===== src/rtl/seq_detect_param.sv =====
// ---------------------------------------------------------------------------
// seq_detect_param
//   Serial pattern detector with a run-time loadable pattern, optional
//   overlapping detection and a saturating match counter.
//
//   Incoming valid bits shift into a PAT_W-bit history register, entering
//   at the LSB. A fill counter tracks how many valid bits have arrived since
//   the last restart. A match requires a full window (fill == PAT_W) whose
//   contents equal the active pattern. Restarts happen on reset, on a
//   pattern load, and after a non-overlapping match.
//
//   Handshake: datain is consumed on a rising clock edge only when din_valid
//   is 1 and pat_load is 0. There is no back-pressure; every such edge
//   consumes exactly one bit.
//
// Ports
//   clock        in   rising-edge clock
//   reset        in   asynchronous, active-low reset
//   datain       in   serial data bit
//   din_valid    in   datain qualifier
//   overlap_en   in   1 = overlapping detection, 0 = non-overlapping
//   pat_load     in   load pat_in as the active pattern (restarts the window)
//   pat_in       in   [PAT_W-1:0] new pattern, bit PAT_W-1 is received first
//   clr_count    in   synchronous clear of match_count
//   dataout      out  one-cycle registered match pulse
//   match_count  out  [CNT_W-1:0] saturating match count
//   pattern      out  [PAT_W-1:0] active pattern register
// ---------------------------------------------------------------------------
module seq_detect_param #(
    parameter int                PAT_W     = 5,
    parameter logic [PAT_W-1:0]  PAT_RESET = 5'b11101,
    parameter int                CNT_W     = 8
) (
    input  logic             clock,
    input  logic             reset,
    input  logic             datain,
    input  logic             din_valid,
    input  logic             overlap_en,
    input  logic             pat_load,
    input  logic [PAT_W-1:0] pat_in,
    input  logic             clr_count,
    output logic             dataout,
    output logic [CNT_W-1:0] match_count,
    output logic [PAT_W-1:0] pattern
);

    // Fill must be able to hold the value PAT_W itself.
    localparam int               FILL_W    = $clog2(PAT_W + 1);
    localparam logic [FILL_W-1:0] FILL_FULL = FILL_W'(PAT_W);
    localparam logic [CNT_W-1:0]  CNT_MAX   = {CNT_W{1'b1}};

    logic [PAT_W-1:0]  hist_q, hist_d;
    logic [PAT_W-1:0]  pat_q, pat_d;
    logic [FILL_W-1:0] fill_q, fill_d;
    logic              dout_q, dout_d;
    logic [CNT_W-1:0]  cnt_q, cnt_d;

    logic [PAT_W-1:0]  hist_shifted;
    logic [FILL_W-1:0] fill_inc;
    logic              match;

    always_comb begin
        hist_shifted = {hist_q[PAT_W-2:0], datain};
        fill_inc     = (fill_q == FILL_FULL) ? fill_q : fill_q + FILL_W'(1);

        hist_d = hist_q;
        pat_d  = pat_q;
        fill_d = fill_q;
        match  = 1'b0;

        if (pat_load) begin
            // Load wins over data: the incoming bit is dropped and the
            // window restarts so no pre-load bit can contribute.
            pat_d  = pat_in;
            fill_d = '0;
        end else if (din_valid) begin
            hist_d = hist_shifted;
            fill_d = fill_inc;
            if ((fill_inc == FILL_FULL) && (hist_shifted == pat_q)) begin
                match = 1'b1;
                // Overlapping keeps the full window so the very next bit can
                // complete another match; non-overlapping starts over.
                fill_d = overlap_en ? FILL_FULL : '0;
            end
        end

        dout_d = match;

        // Clear has priority over an increment on the same edge.
        cnt_d = cnt_q;
        if (clr_count) begin
            cnt_d = '0;
        end else if (match && (cnt_q != CNT_MAX)) begin
            cnt_d = cnt_q + CNT_W'(1);
        end
    end

    always_ff @(posedge clock or negedge reset) begin
        if (!reset) begin
            hist_q <= '0;
            pat_q  <= PAT_RESET;
            fill_q <= '0;
            dout_q <= 1'b0;
            cnt_q  <= '0;
        end else begin
            hist_q <= hist_d;
            pat_q  <= pat_d;
            fill_q <= fill_d;
            dout_q <= dout_d;
            cnt_q  <= cnt_d;
        end
    end

    assign dataout     = dout_q;
    assign match_count = cnt_q;
    assign pattern     = pat_q;

endmodule

===== config.mk =====
export PLATFORM = sky130hd
export DESIGN_NAME = seq_detect_param
export DESIGN_NICKNAME = d
export VERILOG_FILES = /design/src/rtl/seq_detect_param.sv
export SDC_FILE = /design/constraint.sdc
export NUM_CORES = 1
export LEC_CHECK = 0
export BUFFER_PORTS_ARGS = -buffer_cell sky130_fd_sc_hd__buf_4
export CORE_MARGIN = 2
export CORE_UTILIZATION = 55
export CTS_BUF_LIST = sky130_fd_sc_hd__clkbuf_2 sky130_fd_sc_hd__clkbuf_4 sky130_fd_sc_hd__clkbuf_8
export DETAILED_ROUTE_END_ITERATION = 8
export PLACE_DENSITY = 0.78
export SYNTH_ARGS = -nofsm -noshare
export SYNTH_HDL_FRONTEND = slang
export SYNTH_SLANG_ARGS = --single-unit

===== constraint.sdc =====
create_clock -name clock -period 2.05 [get_ports clock]
set_clock_uncertainty 0.15 [all_clocks]
set_input_delay 0.1025 -clock clock [delete_from_list [all_inputs] [get_ports clock]]
set_output_delay 0.1025 -clock clock [all_outputs]
set_load 0.01 [all_outputs]

-- After elaboration in Yosys (flattened, before gate mapping)
Cells that the tools add are included.
- output and inout port bits: 14
- bits of input ports: 12
- word-level logic and storage cells: 27
- register bits after elaboration: 21
- reductions and logical operators: 5
- eq/ne operators: 4
- add/sub/neg operators: 2
- mux-type cells: 10
- bitwise gates (word level): 1
- operators by type and width (kind ; number):
    2-to-1 mux 8 bit ; 2
    2-to-1 mux 3 bit ; 5
    adder 8 x 1 -> 8 bit, second input constant ; 1
    != test 8 bit, second input constant ; 1
    == test 3 bit, second input constant ; 2
    == test 5 bit ; 1
    nonzero test 2 bit ; 2
    adder 3 x 1 -> 3 bit, second input constant ; 1
    2-to-1 mux 1 bit ; 3
    logical AND 1 bit ; 2
    AND reduction 2 bit ; 1
    inverter 1 bit ; 1

-- Logic depth before layout (Yosys ltp)
Gate-level depths: netlist of the first run.
- depth in word-level cells: 10
- mapped depth: 6
- depth with buffers taken out: 6

-- Worst setup path after synthesis of the first run
Ideal clock, no wire load.
- path type: register to register
- start: reg pat_q[4] (netlist: pattern[4])
- end: reg fill_q[2]
- library setup time: 101 ps
- required time: 1799 ps
- path buffers: 1
- setup slack: 242 ps
- arrival time: 1558 ps
- stages on the path, launching flop included: 6
- cell sequence: dfstp_2 -> xnor2_1 -> nand4_1 -> clkbuf_1 -> o32a_1 -> o32ai_1
- longest elaborated chain between the ends: 5
- ends and longest elaborated chain (element ; line ; RTL):
    from (decl) ; 53 ; logic [PAT_W-1:0] pat_q, pat_d;
    from (signal assigned) ; 107 ; pat_q <= pat_d;
    == test 5 bit ; 79 ; if ((fill_inc == FILL_FULL) && (hist_shifted == pat_q)) begin
    logical AND 1 bit ; 79 ;
    2-to-1 mux 3 bit ; 79 ;
    2-to-1 mux 3 bit ; 76 ; end else if (din_valid) begin
    2-to-1 mux 3 bit ; 71 ; if (pat_load) begin
    to (signal assigned) ; 108 ; fill_q <= fill_d;
    to (decl) ; 54 ; logic [FILL_W-1:0] fill_q, fill_d;
Every way passes these cells. The select of a mux whose other input is x is not followed.
A chain may end at the register's enable or synchronous reset.

-- Worst setup path after layout of the first run
- start: reg pat_q[2] (netlist: pattern[2])
- end: reg cnt_q[3] (netlist: match_count[3])
- longest elaborated chain between the ends: 7
- ends and longest elaborated chain (element ; line ; RTL):
    == test 5 bit ; 79 ;
    logical AND 1 bit ; 79 ;
    2-to-1 mux 1 bit ; 79 ;
    2-to-1 mux 1 bit ; 76 ;
    2-to-1 mux 1 bit ; 71 ;
    logical AND 1 bit ; 93 ; end else if (match && (cnt_q != CNT_MAX)) begin
    nonzero test 2 bit (no line) ; - ;
    to (signal assigned) ; 110 ; cnt_q <= cnt_d;
    to (decl) ; 56 ; logic [CNT_W-1:0] cnt_q, cnt_d;
Every way passes these cells.

==> flow_summary.ini, run 1 <==
[timing]
period_needed_ns = 1.91
rsz0062_at_grt = no
min_period_over_period = 0.931
final-hold-violation-count = 0
setup_viol = 0
worst_pin_slew_ns = 0.292
setup_tns_ns = 0
worst_hold_slack_ns = 0.0367
timing.fmax_ghz = 0.524
slew_headroom = 0.804
drv_slew = 0

[clock_tree]
htreeDepth = 1
root_buffer = clkbuf_4
clk_pin_slew_ns = 0.13
clk_latency_ns = 0.31
cts_hold_buf = 11
clk_path_buf_depth = 2
cts_resized = 0
cts_tree = yes
cts_setup_buffers = 0
clock-sinks = 21
cts_buffers = 3

[place]
placedInstanceArea_mm2 = 0.00135
gp_congestion = 0.770
place_hpwl_um = 1710
portBuffers = 25

[detailed_routing]
wirelength_um = 2490
drc = 0
viasPerCell = 5.73
num_vias = 957
dr.pass1.iters = 4
drtIter0Drc = 16
routedWlPerCell_um = 14.9
ant_nets = 0

[logic_synthesis]
synth_adder_area_share = 0.0330
yosysUniqueCellTypes = 30
synth-xor-area-share = 0.0451
synth-main-ff-cell = dfrtp_1
synth_area_mm2 = 0.00114
syn-num-nets = 117
yosys.area_share.simple = 0.169
netlist_instances = 102
muxShareOfSynthArea = 0.129
synth_edf_count = 0
synth_compound_area_frac = 0.129
synth_async_sr_flop_share = 1.00
synth-seq-cells = 21
synth_top_family_by_area = simple AND/OR/NAND/NOR gates
yosysWarnings = 0
syn_avg_cell_area_um2 = 11.2
ys_seq_area_frac = 0.466

[floorplanning]
io_pins = 26
start_util = 0.580
dieArea_mm2 = 0.00245
design.core.area_mm2 = 0.00196
die_h_um = 49.5
rows = 16
die_w_um = 49.5

[pwr]
leakage_uw = 0.000637
cellPowerDensity_mw_per_mm2 = 599
ir_drop_v = 0.000598

[cells_and_area]
antennaDiodeCount = 0
drive_gt1_frac = 0.364
final_common_cell = buf_4
stdcell_area_mm2 = 0.00149
area_growth_pct = 30.9
layout_common_cells = buf_4 (27), dfrtp_1 (17), mux2_2 (13)
finalNetCount = 156

[global_routing]
grt_max_degree = 22
grtUsageMet2 = 0.378
track_usage = 0.229
grt-ovfl-total = 0
use_met3 = 0.0455
grt_pass1_vias = 930
grt_pass1_wl_um = 4250
top_usage_layer = met2
grt_use_met1 = 0.301
antenna_found_initial = 0

[worst_setup_path]
slowest_delay_ns = 0.58
cp_slowest_cell = dfstp_2
worstPathMaxFanout = 16
start_kind = register
critical_path_class = reg -> reg
crit_family = simple AND/OR/NAND/NOR gates
crit_required_ns = 2.14
worstPathCellList = xnor2_1 > nand4_1 > buf_4 > or4_1 > a21oi_1
end_kind = register
critPathBufInv = 1
crit_arrival_ns = 2.00

[outcome]
status = finished clean

[flow_run]
maxCapViolCount = 0

[min_path]
hold_path_class = in -> async
-- per-stage QoR --
step                      total power, µW  utilization  setup WS [ns]  cells
after detailed placement              675        0.689          0.175    152
after global placement                665        0.689          0.233    152
after global routing                  934        0.760         0.0416    167
after floorplan                       604            -          0.242    102
final                                 893        0.760          0.141    167
after CTS                             895        0.760          0.145    167
-- layout make-up --
class	count	area [µm²]
clock buffer	3	22.5
clock inverter	1	5.00
fill	155	472
inverter	3	11.3
multi-input combinational	74	574
sequential	21	531
tap	27	33.8
timing repair buffer	38	313
-- path summary, 6_finish.rpt --
kind                                       end  cells past startpoint  slack, ns  startpoint
worst max-delay path            match_count[3]                      5       0.14  pattern[2]
worst min-delay path                 fill_q[1]                      2       0.04       reset
worst max register to register  match_count[3]                      5       0.14  pattern[2]
worst min register to register       hist_q[3]                      1       0.41   hist_q[3]
max in group asynchronous           pattern[3]                      2       1.43       reset
min in group clock                   fill_q[2]                      3       0.05  overlap_en
-- registers in the layout, indices dropped and copies added, names as in the netlist --
signal,cells
hist_q,4
dataout,1
fill_q,3
match_count,8
pattern,5
-- where the power goes --
group / leakage (µW) / internal, µW / switching [µW] / total, µW
Clock: 0.0000177 / 73.0 / 134 / 207
Combinational: 0.000352 / 108 / 87.5 / 195
Sequential: 0.000268 / 456 / 34.8 / 491
-- metal layers --
metal,vias to the layer above,part of all wire
met2,22,0.51
met3,5,0.033
met4,0,0.013
met1,470,0.44
li1,460,-
met5,-,0
-- worst reg2reg max path, delay by kind of cell (launching register included) --
kind / cells / cell delay [ns]
buffers and inverters: 1 / 0.20
AO/OA/AOI/OAI: 1 / 0.16
XOR/XNOR: 1 / 0.14
AND/OR/NAND/NOR: 2 / 0.62
flip-flops: 1 / 0.58
-- cells in the mapped netlist, types with 2 or more instances --
| library cell | instances | area (µm²) |
|---|---|---|
| a21oi_1 | 5 | 25.0 |
| and4_1 | 2 | 17.5 |
| clkbuf_1 | 3 | 11.3 |
| dfrtp_1 | 17 | 425 |
| dfstp_2 | 4 | 105 |
| ha_1 | 3 | 37.5 |
| inv_1 | 3 | 11.3 |
| mux2_2 | 13 | 146 |
| nand2_1 | 5 | 18.8 |
| nand3_1 | 6 | 30.0 |
| nand4_1 | 3 | 18.8 |
| nor2_1 | 5 | 18.8 |
| nor2b_1 | 3 | 18.8 |
| nor3_1 | 3 | 15.0 |
| o2111ai_1 | 2 | 17.5 |
| o21ai_0 | 3 | 15.0 |
| o31ai_1 | 3 | 22.5 |
| o32a_1 | 2 | 20.0 |
| or4_1 | 3 | 22.5 |
| xnor2_1 | 4 | 35.0 |
-- logic make-up after synthesis --
logic type,count (synthesis)
XOR/XNOR,5
adder cells (fa/ha/maj),3
flip-flops,21
buffers and inverters,7
AND/OR/NAND/NOR,34
AO/OA/AOI/OAI,19
multiplexers,13
Note: power is estimated with default switching activity, not from simulation.
==> inputs of run 2 (changes only) <==
BUFFER_PORTS_ARGS = unset   (was -buffer_cell sky130_fd_sc_hd__buf_4)
CORE_UTILIZATION = 58   (was 55)
DONT_BUFFER_PORTS = 1   (was unset)
PLACE_DENSITY = 0.73   (was 0.78)
clock period = 1.7 ns   (was 2.05 ns; I/O delays follow)
==> flow_summary.ini, run 2 (synthesized netlist as in run 1, its figures left out) <==
[outcome]
status = finished with violations
violations = hold timing, setup timing

[min_path]
worstHoldStart = clr_count
min_to = match_count[0]
worstHoldPathCells = 1
hold_path_class = in -> reg

[timing]
period_needed_ns = 1.95
setup_viol = 8
rsz0062_at_grt = yes
fin_ws_ns = -0.252
min_period_over_period = 1.15
worst_hold_slack_ns = -0.317
drv_slew = 0
timing.fmax_ghz = 0.512
worst_pin_slew_ns = 0.956
slew_headroom = 0.360
final-hold-violation-count = 7

[worst_setup_path]
ff2ff_setup_slack_ns = -0.25
start_kind = register
worstRegToRegCells = 5
crit_required_ns = 1.77
cp_slowest_cell = or4_1
slowest_delay_ns = 0.50
worstPathCellList = xnor2_1 > nand4_1 > buf_6 > or4_1 > a21oi_1
reg2reg_from = pattern[1]
critical_path_class = reg -> reg
crit_arrival_ns = 2.02
end_kind = register
rr_endpoint = match_count[4]
worstPathMaxFanout = 7

[cells_and_area]
area_growth_pct = 45.1
final_common_cell = buf_4
fillCellCount = 96
antennaDiodeCount = 0
finalNetCount = 159
largest_reg_flops = 8
drive_gt1_frac = 0.476
layout_common_cells = buf_4 (24), dfrtp_1 (16), dlygate4sd3_1 (14)
fin_util = 0.868

[global_routing]
antenna_found_initial = 0
grt-ovfl-total = 0
grt_pass1_wl_um = 4660
grt_max_degree = 22
grt_pass1_vias = 1044
track_usage = 0.257

[clock_tree]
clock-sinks = 21
cts_buffers = 3
clk_latency_ns = 0.29
htreeDepth = 1
clk_path_buf_depth = 2
cts_tree = yes
root_buffer = clkbuf_4
clk_pin_slew_ns = 0.12

[detailed_routing]
wirelength_um = 3400
ant_nets = 0
drc = 0
dr.pass1.iters = 4
drtIter0Drc = 48
viasPerCell = 6.21
routedWlPerCell_um = 20.0
num_vias = 1055

[floorplanning]
die_h_um = 48.3
rows = 16
start_util = 0.599
dieArea_mm2 = 0.00233
die_w_um = 48.3
design.core.area_mm2 = 0.00190
io_pins = 26

[place]
gp_congestion = 0.839
portBuffers = 0
place_hpwl_um = 1820

[pwr]
power.total_uw = 1170
leakage_uw = 0.000669
cellPowerDensity_mw_per_mm2 = 708
ir_drop_v = 0.000750

[flow_run]
maxCapViolCount = 0
==> run 2: metal layers <==
| layer | vias up | wire (µm) | global-route usage |
|---|---|---|---|
| li1 | 465 | - | - |
| met1 | 531 | 1350 | 0.315 |
| met2 | 49 | 1800 | 0.451 |
| met3 | 10 | 186 | 0.0401 |
| met4 | 0 | 60 | 0.105 |
| met5 | - | 0 | 0 |
==> run 2: layout make-up <==
class                   count  area [µm²]  area share
clock buffers               4        30.0      0.0182
inverters                   3        11.3     0.00682
multi-input cells          74         691       0.418
flip-flops and latches     21         532       0.322
well taps                  27        33.8      0.0205
repair buffers             41         354       0.214
==> run 2: per-stage QoR <==
step | setup TNS, ns | instances | instance area (µm²) | hold WS, ns | setup WS [ns]
floorplan | -0.0137 | 102 | 1170 | -0.361 | -0.0137
global placement | -0.0243 | 148 | 1350 | -0.360 | -0.0243
detailed placement | -0.199 | 148 | 1350 | -0.360 | -0.0763
CTS | -0.223 | 168 | 1560 | -0.329 | -0.0734
global route | -1.29 | 170 | 1650 | -0.340 | -0.279
finish | -0.817 | 170 | 1650 | -0.317 | -0.252
==> run 2: power by group <==
| part | switching (µW) | internal [µW] |
|---|---|---|
| Combinational | 142 | 171 |
| Clock | 147 | 107 |
| Sequential | 53.1 | 550 |
| Total | 342 | 828 |
==> run 2: what timing repair did <==
| item | in CTS | in global routing |
|---|---|---|
| endpoints found under the hold margin | 39 | 7 |
| gates resized for setup | 9 | 13 |
| setup buffers | 3 | 1 |
| hold buffers | 13 | 1 |
| setup endpoints to repair | 6 | 10 |
| pin swaps | 8 | 7 |
==> run 2: how the worst max path moves through the flow <==
| stage | slack (ns) | from | endpoint | cells after the start |
|---|---|---|---|---|
| 2_1_floorplan | -0.01 | pattern[3] | match_count[4] | 4 |
| 3_3_place_gp | -0.02 | pattern[3] | match_count[4] | 5 |
| 3_5_place_dp | -0.08 | pattern[4] | match_count[4] | 5 |
| 4_1_cts | -0.07 | pattern[4] | match_count[4] | 5 |
| 5_1_grt | -0.28 | pattern[1] | match_count[4] | 5 |
| 6_report | -0.25 | pattern[1] | match_count[4] | 5 |
==> run 2: critical path: cells and delay by family, from the launching register on <==
family,cells,cell delay [ns]
buf+inv,1,0.17
simple gates,2,0.66
compound gates,1,0.19
flops,1,0.43
xor+xnor,1,0.27
